## src/rtl/cache_mem_arbiter.sv

```systemverilog
// Shares one RAM port between single-word icache fetches and locked multi-beat dcache transfers.
// Define ARB_PERF_EN to add saturating grant/stall counters on perf_igrants/perf_dgrants/perf_stalls.
module cache_mem_arbiter #(
  parameter int BURST_LEN  = 2,
  parameter int STARVE_MAX = 4,
  parameter int ADDR_W     = 32
) (
  input  logic              CLK,
  input  logic              RST,
  input  logic              iREN,
  input  logic [ADDR_W-1:0] iaddr,
  output logic              iwait,
  output logic [ADDR_W-1:0] iload,
  input  logic              dREN,
  input  logic              dWEN,
  input  logic [ADDR_W-1:0] daddr,
  input  logic [ADDR_W-1:0] dstore,
  output logic              dwait,
  output logic [ADDR_W-1:0] dload,
  output logic              ramREN,
  output logic              ramWEN,
  output logic [ADDR_W-1:0] ramaddr,
  output logic [ADDR_W-1:0] ramstore,
  input  logic [ADDR_W-1:0] ramload,
  input  logic [1:0]        ramstate
`ifdef ARB_PERF_EN
  ,
  output logic [31:0]       perf_igrants,
  output logic [31:0]       perf_dgrants,
  output logic [31:0]       perf_stalls
`endif
);

  localparam int BEAT_W   = (BURST_LEN > 1) ? $clog2(BURST_LEN) : 1;
  localparam int STARVE_W = $clog2(STARVE_MAX + 1);
  localparam logic [1:0] RAM_ACCESS = 2'd2;

  typedef enum logic [1:0] {
    IDLE  = 2'd0,
    GNT_D = 2'd1,
    GNT_I = 2'd2
  } state_t;

  state_t              state;
  logic [BEAT_W-1:0]   beat_cnt;
  logic [STARVE_W-1:0] starve_cnt;

  logic d_req, ram_access, d_beat, i_beat, d_last, starve_hit;
  logic grant_i, grant_d;

  assign d_req      = dREN | dWEN;
  assign ram_access = (ramstate == RAM_ACCESS);
  assign d_beat     = (state == GNT_D) && d_req && ram_access;
  assign i_beat     = (state == GNT_I) && iREN && ram_access;
  assign d_last     = d_beat && (beat_cnt == BEAT_W'(BURST_LEN - 1));
  assign starve_hit = (starve_cnt == STARVE_W'(STARVE_MAX));

  // A starved icache overrides the normal dcache-first priority.
  assign grant_i = (state == IDLE) && iREN && (starve_hit || !d_req);
  assign grant_d = (state == IDLE) && d_req && !(iREN && starve_hit);

  // NOTE: every register here uses <= so all updates see the same pre-edge values.
  always_ff @(posedge CLK) begin
    if (RST) begin
      state      <= IDLE;
      beat_cnt   <= '0;
      starve_cnt <= '0;
    end else begin
      case (state)
        IDLE: begin
          if (grant_i)      state <= GNT_I;
          else if (grant_d) state <= GNT_D;
        end
        GNT_D: begin
          if (!d_req || d_last) begin
            state    <= IDLE;
            beat_cnt <= '0;
          end else if (d_beat) begin
            beat_cnt <= beat_cnt + BEAT_W'(1);
          end
        end
        GNT_I: begin
          if (!iREN || i_beat) state <= IDLE;
        end
        default: state <= IDLE;
      endcase

      if (!iREN || grant_i)
        starve_cnt <= '0;
      else if (state != GNT_I && !starve_hit)
        starve_cnt <= starve_cnt + STARVE_W'(1);
    end
  end

  // RAM-side signals follow the granted requester combinationally so a beat costs no extra cycle.
  always_comb begin
    // NOTE: defaults first so no output is left unassigned on any path (no latches).
    iwait    = 1'b1;
    dwait    = 1'b1;
    iload    = '0;
    dload    = '0;
    ramREN   = 1'b0;
    ramWEN   = 1'b0;
    ramaddr  = '0;
    ramstore = '0;
    case (state)
      GNT_D: begin
        ramaddr  = daddr;
        ramstore = dstore;
        ramWEN   = dWEN;
        ramREN   = dREN & ~dWEN;
        dload    = ramload;
        dwait    = ~ram_access;
      end
      GNT_I: begin
        ramaddr = iaddr;
        ramREN  = iREN;
        iload   = ramload;
        iwait   = ~ram_access;
      end
      default: ;
    endcase
  end

`ifdef ARB_PERF_EN
  logic [31:0] i_grants, d_grants, stall_cycles;
  logic        any_req, stalled;

  assign any_req = iREN | d_req;
  assign stalled = any_req && !(d_beat || i_beat);

  always_ff @(posedge CLK) begin
    if (RST) begin
      i_grants     <= '0;
      d_grants     <= '0;
      stall_cycles <= '0;
    end else begin
      if (grant_i && i_grants != '1)     i_grants     <= i_grants + 32'd1;
      if (grant_d && d_grants != '1)     d_grants     <= d_grants + 32'd1;
      if (stalled && stall_cycles != '1) stall_cycles <= stall_cycles + 32'd1;
    end
  end

  assign perf_igrants = i_grants;
  assign perf_dgrants = d_grants;
  assign perf_stalls  = stall_cycles;
`endif

endmodule

```

## config.mk

```make
export PLATFORM = sky130hd
export DESIGN_NAME = cache_mem_arbiter
export DESIGN_NICKNAME = d
export VERILOG_FILES = /design/src/rtl/cache_mem_arbiter.sv
export SDC_FILE = /design/constraint.sdc
export NUM_CORES = 1
export LEC_CHECK = 0
export CAP_MARGIN = 5
export CORE_AREA = 2 2 103 105
export DETAILED_ROUTE_END_ITERATION = 10
export DIE_AREA = 0 0 105 107
export GPL_TIMING_DRIVEN = 1
export PLACE_DENSITY = 0.68
export SYNTH_ARGS = -nofsm -noshare
export SYNTH_HDL_FRONTEND = slang
export SYNTH_SLANG_ARGS = --single-unit
```

## constraint.sdc

```tcl
create_clock -name CLK -period 2.25 [get_ports CLK]
set_clock_uncertainty 0.15 [all_clocks]
set_input_delay 0.675 -clock CLK [delete_from_list [all_inputs] [get_ports CLK]]
set_output_delay 0.675 -clock CLK [all_outputs]
set_load 0.005 [all_outputs]
```

Yosys cells after proc, flatten, opt, wreduce, memory -nomap -nowiden
Index checks and enable logic that the tools add are counted.

Bits in registers: 6. Output and inout bits: 132.

Add/subtract/negate cells: 2. Equality and inequality tests: 8. Muxes and demuxes: 15. Bitwise operators: 4. Reductions and logical operators: 24.

Operator list (count): 2-to-1 mux 32 bit (3); case mux 32 bit (2 select lines) (1); logical AND 1 bit (11); 2-to-1 mux 2 bit (4); case mux 2 bit (3 select lines) (1); 2-to-1 mux 1 bit (5); equality test 2 bit (second input constant) (2); zero test 1 bit (4); logical OR 1 bit (4); inequality test 2 x 1 -> 1 bit (second input constant) (2); adder 3 x 1 -> 3 bit (second input constant) (1); equality test 3 bit (second input constant) (1); inequality test 3 bit (second input constant) (1); AND reduction 3 bit (1); equality test 2 x 1 -> 1 bit (second input constant) (1); zero test 2 bit (1); inequality test 2 bit (second input constant) (1); inverter 1 bit (2); case mux 1 bit (2 select lines) (1); AND reduction 2 bit (1); nonzero test 2 bit (1); OR reduction 2 bit (1); adder 1 bit (second input constant) (1); bitwise AND 1 bit (1); OR 1 bit (1).

Logic depth before layout (Yosys ltp)
Word-level depth: 7. Mapped depth: 8.

Least setup slack after synthesis
No wires, ideal clock.

Path type: register -> output. Start: reg state[0]. End: out ramaddr[18]. Arrival: 1243 ps. Data required time: 1425 ps. Slack: 182 ps. Stages on the path, launching flop included: 7. Buffers on the path: 2. Cells stage by stage: dfxtp_1 > inv_1 > ha_1 > clkbuf_1 > buf_2 > a22oi_1 > nor2b_1.

Cells in the longest elaborated chain, start to end: 2. Elaborated cells between the ends (all ways): 3.

RTL lines: start, declared (line 44) `state_t state;`; start signal, assigned (line 65) `state <= IDLE;`; start signal, assigned (line 71) `if (grant_i) state <= GNT_I;`; start signal, assigned (line 72) `else if (grant_d) state <= GNT_D;`; equality test 2 bit / equality test 2 x 1 -> 1 bit (equally long branches) (line 106) `case (state)`; case mux 32 bit (2 select lines) (*) (line 106); end, declared (line 22) `output logic [ADDR_W-1:0] ramaddr,`.

Every way passes the cells marked *; elsewhere a longest branch is shown, timed or not.

Worst setup path in the final report
Start: in iaddr[22]. End: out ramaddr[22].

Cells in the longest elaborated chain, start to end: 1.

RTL lines: start, declared (line 11) `input logic [ADDR_W-1:0] iaddr,`; case mux 32 bit (2 select lines) (line 106).

Every way passes these cells.

==> flow_summary.json <==
{
  "max_freq_mhz": 434,
  "finalHoldViolations": 0,
  "violations": "setup timing",
  "drtAntennaViolNets": 0,
  "syn_avg_cell_area_um2": 6.64,
  "maxSlewViolCount": 0,
  "p_per_area_nw_per_um2": 328,
  "seq_area_um2": 125,
  "layout_commonest_cell": "buf_2",
  "post_drt_wl_per_cell_um": 15.9,
  "grt_pass1_wl_um": 15500,
  "grt_usage_pct": 17.1,
  "multi_input_area_um2": 1570,
  "r2r_start": "state[1]$_SDFFE_PP0P_",
  "n_antenna_cell": 0,
  "status": "complete, but fails checks",
  "die_w_um": 105,
  "setup_ws_ns": -0.0532,
  "setup_tns_ns": -0.431,
  "hold_path.class": "flip-flop to flip-flop",
  "arrival_ns": 1.48,
  "synth_seq_area_share_pct": 7.79,
  "cts.sinks": 6,
  "synth_top_area_share_pct": 39.8,
  "synth_area_leaders": "and2_1 (40%), a22oi_1 (16%), nor2b_1 (13%)",
  "wirelength_um": 10300,
  "p_leak_uw": 0.00220,
  "cap_violations": 0,
  "num_vias": 2697,
  "finalSetupViolCount": 28,
  "design_area_um2": 4460,
  "synth_warnings": 0,
  "startpoint": "iaddr[22]",
  "clock_latency_ns": 0.23,
  "synth_cell_type_count": 26,
  "grt_pass1_vias": 2793,
  "htree_levels": 1,
  "worstPathRequired_ns": 1.42,
  "dr.first_iter.drc_count": 88,
  "final_nets": 655,
  "syn_inst": 232,
  "tightest_slew_ns": 0.361,
  "rows": 37,
  "relSlewSlack_pct": 75.9,
  "grt_setup_unrepaired": "true",
  "drc_errors": 0,
  "antenna_found_initial": 0,
  "synth_nets": 372,
  "hpwl_um": 7810,
  "dieArea_um2": 11200,
  "ys_seq_elements": 6,
  "rrSetupSlack_ns": 0.29,
  "r2r-end": "state[0]$_SDFFE_PP0P_",
  "r2r_cells": 9,
  "area_growth_pct": 190,
  "drive_above_1_share_pct": 43.3,
  "cts_buffers": 3,
  "dr.pass1.iters": 4,
  "clock-root-buffer": "clkbuf_8",
  "fill_cells": 1100,
  "core_area_um2": 10100,
  "viasPerCell": 4.16,
  "portBuffers": 266,
  "grt_start_max_net_pins": 38,
  "overflow": 0,
  "crit_type": "primary input to primary output",
  "clk_pin_slew_ns": 0.04,
  "die_h_um": 107,
  "finalCritPeriodShare_pct": 102,
  "cts_tree": "done",
  "dpl_cell_area_um2": 4490,
  "period_minus_slack_ns": 2.30,
  "pin_count": 267,
  "vdd_drop_max_mv": 0.392,
  "initial_core_util_pct": 15.3,
  "synth_top_cell_by_area": "and2_1",
  "end_kind": "primary output",
  "syn_area_um2": 1540,
  "critPathMaxFanout": 1,
  "crit_path_start_kind": "primary input",
  "gp_congestion": 0.841,
  "endpoint": "ramaddr[22]",
  "clockBufferDepth": 2,
  "mostFrequentLayoutCells": "buf_2 (104), and2_1 (83), clkdlybuf4s50_1 (70)"
}
==> flip-flops by register name (all words and copies together) (netlist names) <==
register and cells:
starve_cnt 3, beat_cnt 1, state 2
==> synthesized netlist by cell type <==
library cell and count:
nand3b_1 2, a22oi_1 32, a21oi_2 2, nand2_1 5
o221ai_2 1, or4b_1 1, o2bb2ai_1 1, nand2_2 1
ha_1 5, nor3_1 1, buf_1 1, a211o_2 1
dfxtp_1 6, buf_2 3, nor2_1 6, clkbuf_1 17
nand3_1 1, inv_1 5, and3b_2 1, nor2b_1 33
xnor2_1 1, and2_1 98, or2_2 1, xor2_1 1
a21oi_1 3, o21ai_0 3
==> layer usage <==
| layer | vias to the layer above | wire length (um) | global-route usage [%] |
|---|---|---|---|
| li1 | 1330 | - | - |
| met1 | 1231 | 4080 | 19.8 |
| met2 | 124 | 5400 | 32.6 |
| met3 | 12 | 627 | 2.92 |
| met4 | 0 | 183 | 4.10 |
| met5 | - | 0 | 0 |
==> layout make-up <==
type,count,area share [%]
clock buffers,3,0.925
inverters,5,0.476
multi-input cells,200,35.1
flip-flops and latches,6,2.80
well taps,136,3.81
repair buffers,299,56.9
==> power breakdown <==
group	total (uW)	switching, uW	internal, uW
logic	1170	454	719
registers	125	9.29	115
clock network	168	52.6	115
total	1460	515	950
==> worst min path at each step <==
stage | cells after the start | from | to
3_5_place_dp | 2 | beat_cnt$_SDFFE_PP0P_ | beat_cnt$_SDFFE_PP0P_
4_1_cts | 2 | beat_cnt$_SDFFE_PP0P_ | beat_cnt$_SDFFE_PP0P_
3_3_place_gp | 2 | beat_cnt$_SDFFE_PP0P_ | beat_cnt$_SDFFE_PP0P_
6_report | 2 | beat_cnt$_SDFFE_PP0P_ | beat_cnt$_SDFFE_PP0P_
5_1_grt | 2 | beat_cnt$_SDFFE_PP0P_ | beat_cnt$_SDFFE_PP0P_
2_1_floorplan | 2 | state[0]$_SDFFE_PP0P_ | state[0]$_SDFFE_PP0P_
==> cell families after synthesis <==
| kind of cell | share of synthesized area [%] |
|---|---|
| AOI/OAI and AO/OA | 20.9 |
| xor gates and xnor gates | 1.14 |
| adders and majority gates | 4.06 |
| buffers and inverters | 6.57 |
| DFF | 7.79 |
| and+or+nand+nor | 59.6 |
==> worst max-delay path, cell delays in order <==
cell,delay (ns)
clkdlybuf4s50_1,0.47
a22oi_2,0.06
nor2b_2,0.13
buf_2,0.13
==> repair_timing <==
action,CTS,global route
cloned,4,1
setup buffers,13,2
endpoints found under the setup margin,132,73
pin swaps,37,11
hold buffers,0,0
endpoints found under the hold margin,0,0
gates resized for setup,618,43
==> per-stage QoR <==
step	hold WS [ns]	util (%)	cells	worst slack, ns	total power, uW
global route	0.418	44.2	649	-0.107	1570
global placement	0.348	44.5	631	-0.695	1170
floorplan	0.302	-	232	0.182	464
detailed placement	0.359	44.5	631	-0.697	1180
CTS	0.370	43.5	650	-0.0906	1470
finish	0.357	44.2	649	-0.0532	1460
Power figures use the tool's default switching activity.
